--- config.mk ---
export PLATFORM = sky130hd
export DESIGN_NAME = control_unit
export DESIGN_NICKNAME = d
export VERILOG_FILES = /design/src/rtl/cpu_pkg.sv /design/src/rtl/alu.sv /design/src/rtl/control_unit.sv
export SDC_FILE = /design/constraint.sdc
export NUM_CORES = 1
export LEC_CHECK = 0
export ABC_AREA = 1
export BUFFER_PORTS_ARGS = -buffer_cell sky130_fd_sc_hd__buf_2
export CAP_MARGIN = 20
export CORE_MARGIN = 2
export CORE_UTILIZATION = 30
export DETAILED_ROUTE_END_ITERATION = 6
export PLACE_DENSITY = 0.57
export SLEW_MARGIN = 15
export SYNTH_ARGS = -nofsm -noshare
export SYNTH_HDL_FRONTEND = slang
export SYNTH_SLANG_ARGS = --single-unit
--- constraint.sdc ---
create_clock -name clk -period 2.48 [get_ports clk]
set_input_delay 0.496 -clock clk [delete_from_list [all_inputs] [get_ports clk]]
set_output_delay 0.496 -clock clk [all_outputs]
set_load 0.1 [all_outputs]
--- src/rtl/cpu_pkg.sv ---
// Shared opcode/state definitions and width defaults for the control unit.
// The HALT state exists only when ILLEGAL_TRAP_EN is defined.
package cpu_pkg;

  localparam int DATA_W_DEF = 4;
  localparam int OP_W_DEF   = 3;

  typedef enum logic [2:0] {
    OP_LDX  = 3'b000,
    OP_LDY  = 3'b001,
    OP_ADD  = 3'b010,
    OP_SUB  = 3'b011,
    OP_CLR  = 3'b100,
    OP_DISP = 3'b101
  } opcode_e;

  typedef enum logic [2:0] {
    ST_IDLE   = 3'd0,
    ST_DECODE = 3'd1,
    ST_EXEC   = 3'd2,
    ST_WRITE  = 3'd3
`ifdef ILLEGAL_TRAP_EN
    , ST_HALT = 3'd4
`endif
  } state_e;

endpackage

--- src/rtl/alu.sv ---
// Combinational add/subtract; carry_o is carry-out for ADD and borrow (a<b) for SUB.
module alu
  import cpu_pkg::*;
#(
  parameter int DATA_W = DATA_W_DEF
) (
  input  logic [DATA_W-1:0] a_i,
  input  logic [DATA_W-1:0] b_i,
  input  logic              sub_i,
  output logic [DATA_W-1:0] res_o,
  output logic              carry_o
);

  logic [DATA_W:0] sum;

  // Zero-extended subtraction leaves the borrow in the top bit.
  always_comb begin
    if (sub_i) sum = {1'b0, a_i} - {1'b0, b_i};
    else       sum = {1'b0, a_i} + {1'b0, b_i};
  end

  assign res_o   = sum[DATA_W-1:0];
  assign carry_o = sum[DATA_W];

endmodule

--- src/rtl/control_unit.sv ---
// Four-cycle IDLE/DECODE/EXEC/WRITE instruction sequencer with X/Y/Z registers.
// Optional macro ILLEGAL_TRAP_EN: opcodes 110/111 raise a sticky illegal flag and halt.
module control_unit
  import cpu_pkg::*;
#(
  parameter int DATA_W = DATA_W_DEF,
  parameter int OP_W   = OP_W_DEF
) (
  input  logic              clk,
  input  logic              rst_n,
  input  logic              instr_valid,
  output logic              instr_ready,
  input  logic [OP_W-1:0]   opcode,
  input  logic [DATA_W-1:0] operand,
  output logic [DATA_W-1:0] dout,
  output logic              dout_valid,
  output logic              flag_c,
  output logic              done,
  output logic              illegal
);

  state_e state_q, state_d;

  logic [OP_W-1:0]   op_q;
  logic [DATA_W-1:0] opnd_q;
  logic [DATA_W-1:0] x_q, y_q, z_q, dout_q;
  logic              flag_c_q;
  logic [DATA_W-1:0] res_q;
  logic              res_c_q;

  logic [DATA_W-1:0] alu_res;
  logic              alu_c;
  logic              accept;

  logic is_ldx, is_ldy, is_add, is_sub, is_clr, is_disp;

  assign is_ldx  = (op_q == OP_W'(OP_LDX));
  assign is_ldy  = (op_q == OP_W'(OP_LDY));
  assign is_add  = (op_q == OP_W'(OP_ADD));
  assign is_sub  = (op_q == OP_W'(OP_SUB));
  assign is_clr  = (op_q == OP_W'(OP_CLR));
  assign is_disp = (op_q == OP_W'(OP_DISP));

`ifdef ILLEGAL_TRAP_EN
  logic is_illegal;
  assign is_illegal = !(is_ldx || is_ldy || is_add || is_sub || is_clr || is_disp);
`endif

  assign accept = instr_valid && instr_ready;

  alu #(.DATA_W(DATA_W)) u_alu (
    .a_i     (x_q),
    .b_i     (y_q),
    .sub_i   (is_sub),
    .res_o   (alu_res),
    .carry_o (alu_c)
  );

  always_ff @(posedge clk or negedge rst_n) begin
    if (!rst_n) state_q <= ST_IDLE;
    else        state_q <= state_d;
  end

  always_comb begin
    state_d = state_q;
    case (state_q)
      ST_IDLE:   if (instr_valid) state_d = ST_DECODE;
      ST_DECODE: state_d = ST_EXEC;
      ST_EXEC:   state_d = ST_WRITE;
`ifdef ILLEGAL_TRAP_EN
      ST_WRITE:  state_d = is_illegal ? ST_HALT : ST_IDLE;
      ST_HALT:   state_d = ST_HALT;
`else
      ST_WRITE:  state_d = ST_IDLE;
`endif
      default:   state_d = ST_IDLE;
    endcase
  end

  always_comb begin
    instr_ready = (state_q == ST_IDLE);
`ifdef ILLEGAL_TRAP_EN
    done        = (state_q == ST_WRITE) && !is_illegal;
`else
    done        = (state_q == ST_WRITE);
`endif
    dout_valid  = (state_q == ST_WRITE) && is_disp;
  end

  // The instruction is captured once; later input activity cannot disturb it.
  always_ff @(posedge clk or negedge rst_n) begin
    if (!rst_n) begin
      op_q   <= '0;
      opnd_q <= '0;
    end else if (accept) begin
      op_q   <= opcode;
      opnd_q <= operand;
    end
  end

  // dout changes on entry to WRITE so dout_valid/done see the new value.
  always_ff @(posedge clk or negedge rst_n) begin
    if (!rst_n) begin
      res_q   <= '0;
      res_c_q <= 1'b0;
      dout_q  <= '0;
    end else if (state_q == ST_EXEC) begin
      res_q   <= alu_res;
      res_c_q <= alu_c;
      if (is_disp)     dout_q <= z_q;
      else if (is_clr) dout_q <= '0;
    end
  end

  always_ff @(posedge clk or negedge rst_n) begin
    if (!rst_n) begin
      x_q      <= '0;
      y_q      <= '0;
      z_q      <= '0;
      flag_c_q <= 1'b0;
    end else if (state_q == ST_WRITE) begin
      if (is_ldx) x_q <= opnd_q;
      if (is_ldy) y_q <= opnd_q;
      if (is_add || is_sub) begin
        z_q      <= res_q;
        flag_c_q <= res_c_q;
      end
      if (is_clr) begin
        x_q      <= '0;
        y_q      <= '0;
        z_q      <= '0;
        flag_c_q <= 1'b0;
      end
    end
  end

`ifdef ILLEGAL_TRAP_EN
  logic illegal_q;
  always_ff @(posedge clk or negedge rst_n) begin
    if (!rst_n)                                   illegal_q <= 1'b0;
    else if (state_q == ST_EXEC && is_illegal)    illegal_q <= 1'b1;
  end
  assign illegal = illegal_q;
`else
  assign illegal = 1'b0;
`endif

  assign dout   = dout_q;
  assign flag_c = flag_c_q;

endmodule

## Word-level counts from Yosys, hierarchy flattened

Index checks and enable logic that the tools add are counted.

| operators by class | value |
|---|---|
| add/sub/neg operators | 2 |
| eq/ne operators | 9 |
| muxes and demuxes | 13 |
| reduce and logical (&&, ||, !) cells | 13 |

Operators with widths:

| kind | count |
|---|---|
| 4-bit 2-to-1 mux | 8 |
| 3-bit by 2-bit equality test with 1-bit output, second input constant | 4 |
| 3-bit case mux with 3 select lines | 1 |
| 2-bit AND reduction | 4 |
| 2-bit nonzero test | 4 |
| 3-bit by 1-bit equality test with 1-bit output, second input constant | 2 |
| 3-bit equality test, second input constant | 2 |
| 3-bit zero test | 2 |
| 4-bit by 4-bit adder with 5-bit output | 1 |
| 5-bit 2-to-1 mux | 1 |
| 4-bit by 4-bit subtractor with 5-bit output | 1 |
| 3-bit 2-to-1 mux | 1 |
| 1-bit logical AND | 2 |
| 1-bit 2-to-1 mux | 2 |
| 2-bit != test, second input constant | 1 |
| 1-bit logical OR | 1 |

| word-level totals | value |
|---|---|
| register bits | 32 |
| input bits | 10 |
| output and inout port bits | 9 |
| logic and storage cells | 47 |

## Logic depth before layout (Yosys ltp)

Gate-level depths: netlist of the first run.

| depth | value |
|---|---|
| depth in word-level cells | 4 |
| gate-level depth with buffers | 12 |
| depth with buffers taken out | 12 |

## Modules after synthesis

A second synthesis of the first run with hierarchy kept.

| second synthesis, totals | value |
|---|---|
| cells, all modules | 189 |
| area, all modules | 1595.3 µm² |

Modules (own cells, without submodules):

| module | times used | cells an instance | area an instance (µm²) | seq. area each (µm²) |
|---|---|---|---|---|
| control_unit | 1 | 142 | 1338.8 | 775.7 |
| alu | 1 | 47 | 256.5 | 0.0 |

## Worst setup path after synthesis of the first run

No wires, ideal clock.

| timing | value |
|---|---|
| path kind | flip-flop to output port |
| start point | reg state_q[1] |
| end point | out dout_valid |
| arrival | 3.602 ns |
| required time | 1.984 ns |
| path slack | -1.618 ns |
| stages on the path, launching flop included | 4 |
| path buffers | 0 |
| path through | dfrtp_1 > ha_1 > inv_1 > nor3_1 |

| on the way | value |
|---|---|
| longest elaborated chain between the ends | 2 |

Ends and longest elaborated chain:

| what | RTL line | RTL |
|---|---|---|
| start: declaration | control_unit.sv:22 | `state_e state_q, state_d;` |
| start signal: assignment | control_unit.sv:61 | `else state_q <= state_d;` |
| 3-bit by 2-bit equality test with 1-bit output | - |  |
| via done | control_unit.sv:18 | `output logic done,` |
| 1-bit logical AND | control_unit.sv:87 | `dout_valid = (state_q == ST_WRITE) && is_disp;` |
| end: declaration | control_unit.sv:16 | `output logic dout_valid,` |

The timed path passes the listed nets, and every way through them passes these cells.

## Final worst setup path of the first run

| timing | value |
|---|---|
| start point | reg state_q[1] |
| end point | out dout_valid |

| on the way | value |
|---|---|
| longest elaborated chain between the ends | 2 |

Ends and longest elaborated chain:

| what | RTL line |
|---|---|
| 3-bit by 2-bit equality test with 1-bit output | control_unit.sv:87 |
| 1-bit logical AND | control_unit.sv:87 |

Every way passes these cells.

==> metrics.md, run 1 <==
| Metric | Value |
|---|---|
| Synthesized area | 1610 um2 |
| Die area | 5980 um2 |
| H-tree depth | 2 |
| Synth Flop Type | dfrtp_1 |
| DP Area | 1770 um2 |
| Via Count | 1,170 |
| Status | complete, no violations |
| Area of the multi-input gates | 751 um2 |
| Largest net degree at the start of global routing | 32 |
| Reg clk slew, reported paths | 60 ps |
| Residual DRC count | 0 |
| PortBufs | 17 |
| Mux cell area share after synthesis | 0.0209 |
| Postcts setup bufs | 0 |
| Area of the core | 5140 um2 |
| Synth area leaders | dfrtp_1 (48%), nand2_1 (13%), ha_1 (7.0%), nand3_1 (5.0%), inv_1 (4.4%) |
| Highest clock rate | 471 MHz |
| Dpl hpwl | 2.20 mm |
| Initial Utilization | 0.314 |
| Synth Area in Compound Gates | 0.0908 |
| Distinct cell type count after synthesis | 23 |
| Seq/Total Area, Yosys | 0.481 |
| Mapped Avg Cell Area | 8.67 um2 |
| GRT Overall Usage | 0.111 |
| Detail Route Antenna Nets | 0 |
| Synth Warn # | 0 |
| Die height | 77.3 um |
| Setup tns final | 0 ps |
| Layout area overhead | 15.2% |
| Top cells by count, synth | nand2_1 (57), dfrtp_1 (31), inv_1 (19) |
| Largest family of logic cells by synthesized area | simple AND/OR/NAND/NOR gates |
| Post-synth ARST share | 1.00 |
| Post-cts hold buffer count | 0 |
| First-pass GRT wire length | 5.21 mm |
| Clock skew | 4.59 ps |
| Top cell type by total area after synthesis | dfrtp_1 |
| Fillcell total | 557 |
| Critical path required time | 1980 ps |
| Wire length per cell | 10.4 um |
| First DRT Iteration DRCs | 45 |
| Number of global-route vias before repair | 1,156 |
| Nets | 225 |
| IO Count | 19 |
| Slew HR | 0.536 |
| Syn Nets | 206 |
| Design area | 1860 um2 |
| GPL Wtd Cong | 0.810 |
| Post-synthesis adder-cell area fraction | 0.0822 |
| TritonRoute pass-1 iters | 4 |
| Worst hold path type | in -> async |
| Skew-Pair Late Insertion Delay | 280 ps |
| Setup CP Type | reg -> out |
| Count leader, synth | nand2_1 |
| Ratio of cells with drive above 1 in the final layout | 0.195 |
| Synth top area share | 0.481 |
| Total routed wirelength | 2.87 mm |
| Crit path time final | 2120 ps |
| # rows | 26 |
| RSZ-0062 raised after global routing | no |
| Data arrival, critical path | 1630 ps |
| Final max-slew violation count | 0 |
| FF/Latch Area | 776 um2 |
| Clock Path Buffers | 2 |
| Synth Instances | 186 |
| Grt total ovfl | 0 |
| CTS tree | yes |
| Max-cap viol count | 0 |
| CP max FO | 4 |
| Post-synth EDFFs | 0 |
| Die width | 77.3 um |
| Setup Viol. Count Final | 0 |
| Setup crit end kind | primary output |
| Crit share post-route | 0.856 |
| CTS buffer count | 5 |
| #FFs+latches synth | 31 |
| Final hold violations | 0 |
| Antenna violations before repair | 0 |
| Resize count post-CTS | 0 |
| # clock sinks | 31 |
| Clock root cell | clkbuf_8 |
| XOR/XNOR Fraction of Synth Area | 0.0109 |
| Startpoint types | flop |
| Slew @ Worst Pin | 696 ps |
| Antenna cells | 0 |
| Synth Area in Simple Gates | 0.244 |
| Via density per instance | 4.25 |
layer usage:
| metal | vias to the layer above | wire length [um] | global-route usage |
|---|---|---|---|
| met3 | 5 | 103 | 0.0318 |
| met5 | - | 0 | 0 |
| met1 | 522 | 1440 | 0.143 |
| met4 | 0 | 40 | 0.0536 |
| met2 | 17 | 1290 | 0.170 |
| li1 | 626 | - | - |
cells by family (layout without fill, tap and decap cells):
logic type,Yosys count,count (layout)
other cells,1,1
simple gates,91,91
compound gates,24,24
xor+xnor,2,2
flops,31,31
mux,3,3
buf+inv,24,43
fa+ha+maj,10,10
critical path, cell delays in order, from the launching register on:
cell and delay, ps:
dfrtp_1 440, ha_4 190, inv_1 100, nor3_4 180, buf_2 440
area by class of cell:
class                           instances  share of cell area
Clock inverter                          1             0.00269
Inverter                               19              0.0384
Timing Repair Buffer                   17              0.0458
Sequential cell                        31               0.418
Tap cell                               70              0.0471
Clock buffer                            6              0.0444
Multi-Input combinational cell        131               0.404
final timing paths:
check,depth (start not counted),from,endpoint,slack (ps)
worst max-delay path,4,state_q[1],dout_valid,360
worst min-delay path,1,rst_n,flag_c,260
worst max register to register,11,op_q[2],res_q[3],560
worst min register to register,2,res_q[1],res_q[1],470
max in group asynchronous,1,rst_n,opnd_q[2],1770
min in group clk,2,operand[3],opnd_q[3],450
metrics by stage:
step / hold WS, ps / cells / setup WS (ps) / util
finish: 262 / 275 / 357 / 0.361
CTS: 279 / 275 / 347 / 0.361
detailed placement: 464 / 268 / 567 / 0.344
global placement: 458 / 268 / 523 / 0.344
floorplan: 200 / 186 / 216 / -
global route: 308 / 275 / 281 / 0.361
sequential cells by signal, summed over array words and instances, names as in the netlist:
name / flops
dout: 4
opnd_q: 4
res_q: 4
x_q: 4
y_q: 4
z_q: 4
op_q: 3
state_q: 2
flag_c: 1
res_c_q: 1
cells in the final DEF (no fill, tap or decap), drive strengths merged:
| cell | count |
|---|---|
| dfrtp | 31 |
| ha | 9 |
| a21oi | 8 |
| nand2 | 60 |
| nor2 | 12 |
| xnor2 | 2 |
| buf | 17 |
| or2 | 2 |
| nor3 | 1 |
| clkinv | 1 |
| inv | 19 |
| conb | 1 |
| o21ai | 16 |
| fa | 1 |
| mux2 | 3 |
| nand3 | 16 |
| clkbuf | 6 |
Power of run 1 is not shown: default switching activity piles up to over one toggle a cycle in this logic, so the estimate is an artifact.
==> run 2, diff against run 1 <==
CAP_MARGIN = unset   (was 20)
clock period = 2.5 ns   (was 2.48 ns; I/O delays follow)
==> run 2 against run 1 <==
Global-route usage grew 0.33 points. Via count grew 5.0%. Critical path type unchanged. Utilization is essentially flat. Cell area is 0.13% higher. Worst hold slack got worse by 6.6 ps. First-iteration DRC count decreased by 8.9%.
==> metrics.md, run 2 (same netlist as run 1, synthesis figures left out) <==
| Metric | Value |
|---|---|
| Clock root cell | clkbuf_8 |
| Die area | 5980 um2 (unchanged) |
| Max-cap viol count | 0 (unchanged) |
| Clock Path Buffers | 2 (unchanged) |
| Setup CP Type | reg -> out |
| # clock sinks | 31 (unchanged) |
| Worst path cell trace | ha_2 > inv_1 > nor3_4 > buf_2 |
| GPL Wtd Cong | 0.769 (-5.1%) |
| Startpoint types | flop |
| Layout area overhead | 15.4% |
| IO Count | 19 (unchanged) |
| Skew-Pair Late Insertion Delay | 280 ps (about the same) |
| Setup Viol. Count Final | 0 (unchanged) |
| Reg clk slew, reported paths | 70 ps (about the same) |
| CP max FO | 4 (unchanged) |
| Highest clock rate | 464 MHz |
| Antenna cells | 0 (unchanged) |
| Fillcell total | 551 (-1.1%) |
| CTS tree | yes |
| PortBufs | 17 (unchanged) |
| Critical path's largest stage delay | 440 ps (about the same) |
| Slew HR | 0.544 (+0.00845) |
| Clock skew | 5.32 ps (+0.724 ps) |
| Largest net degree at the start of global routing | 32 (unchanged) |
| Antenna violations before repair | 0 (unchanged) |
| Ratio of cells with drive above 1 in the final layout | 0.194 (-0.000947) |
| Most frequent cells in the layout | nand2_1 (57), dfrtp_1 (31), inv_1 (19), buf_2 (17), nand3_1 (16) |
| Detail Route Antenna Nets | 0 (unchanged) |
| Final max-slew violation count | 0 (unchanged) |
| First DRT Iteration DRCs | 41 (-8.9%) |
| Post-cts hold buffer count | 0 (unchanged) |
| Slew @ Worst Pin | 684 ps (-12.7 ps) |
| DP Area | 1760 um2 (-0.57%) |
| TritonRoute pass-1 iters | 4 (unchanged) |
| Via density per instance | 4.45 (+4.6%) |
| Worst hold path type | in -> async |
| CTS buffer count | 5 (unchanged) |
| Total routed wirelength | 2.96 mm (+3.2%) |
| Dpl hpwl | 2.25 mm (+2.4%) |
| Number of global-route vias before repair | 1,212 (+4.8%) |
| Residual DRC count | 0 (unchanged) |
| Status | complete, no violations |
| H-tree depth | 2 (unchanged) |
| Critical path required time | 2000 ps (+20 ps) |
| Area of the core | 5140 um2 (unchanged) |
| Grt total ovfl | 0 (unchanged) |
| Most common cell after layout, fill and taps aside | nand2_1 |
| CP max stage cell | buf_2 |
| RSZ-0062 raised after global routing | no |
| Design area | 1860 um2 (+0.13%) |
| Postcts setup bufs | 0 (unchanged) |
| Die width | 77.3 um (unchanged) |
| Setup crit end kind | primary output |
| Setup tns final | 0 ps (unchanged) |
| Die height | 77.3 um (unchanged) |
| Final hold violations | 0 (unchanged) |
| Via Count | 1,228 (+5.0%) |
| Initial Utilization | 0.314 (unchanged) |
| Nets | 225 (unchanged) |
| Resize count post-CTS | 0 (unchanged) |
| First-pass GRT wire length | 5.40 mm (+3.7%) |
| GRT Overall Usage | 0.114 (+0.00329) |
| Crit share post-route | 0.862 |
| Data arrival, critical path | 1650 ps (+20 ps) |
| Crit path time final | 2150 ps |
| Wire length per cell | 10.7 um (+2.8%) |
| Final hold slack | 255 ps (-6.57 ps) |
| # rows | 26 (unchanged) |
[run 2: path summary, 6_finish.rpt]
check | start | end | slack (ps) | cells past startpoint
max in group asynchronous | rst_n | state_q[0] | 1800 | 1
worst min-delay path | rst_n | flag_c | 260 | 1
min in group clk | operand[1] | opnd_q[1] | 450 | 2
worst max-delay path | state_q[1] | dout_valid | 350 | 4
worst min register to register | res_q[1] | res_q[1] | 480 | 2
worst max register to register | op_q[2] | res_q[3] | 550 | 11
[run 2: cell type report]
type                       instances  area [um2]  share of cell area
sequential                        31         776               0.417
inverter                          19        71.3              0.0383
clock buffer                       8         100              0.0538
timing repair buffer              17        85.1              0.0457
tap                               70        87.6              0.0471
multi-input combinational        131         741               0.398
[run 2: worst max-delay path, delay by kind of cell, from the launching register on]
family,cells,cell delay (ps)
flops,1,410
simple gates,1,160
fa+ha+maj,1,260
buf+inv,2,550
[run 2: per-stage QoR]
| stage | instances | utilization | worst slack [ps] |
|---|---|---|---|
| 2_1_floorplan | 186 | - | 11.7 |
| 3_3_place_gp | 268 | 0.343 | 544 |
| 3_5_place_dp | 268 | 0.343 | 550 |
| 4_1_cts | 276 | 0.362 | 330 |
| 5_1_grt | 276 | 0.362 | 203 |
| 6_report | 276 | 0.362 | 346 |
[run 2: metal layers]
layer	vias up	routed length (um)	track usage
li1	628	-	-
met1	574	1420	0.146
met2	22	1390	0.178
met3	4	137	0.0447
met4	0	18	0.0321
met5	-	0	0
Power of run 2 is left out for the same reason.
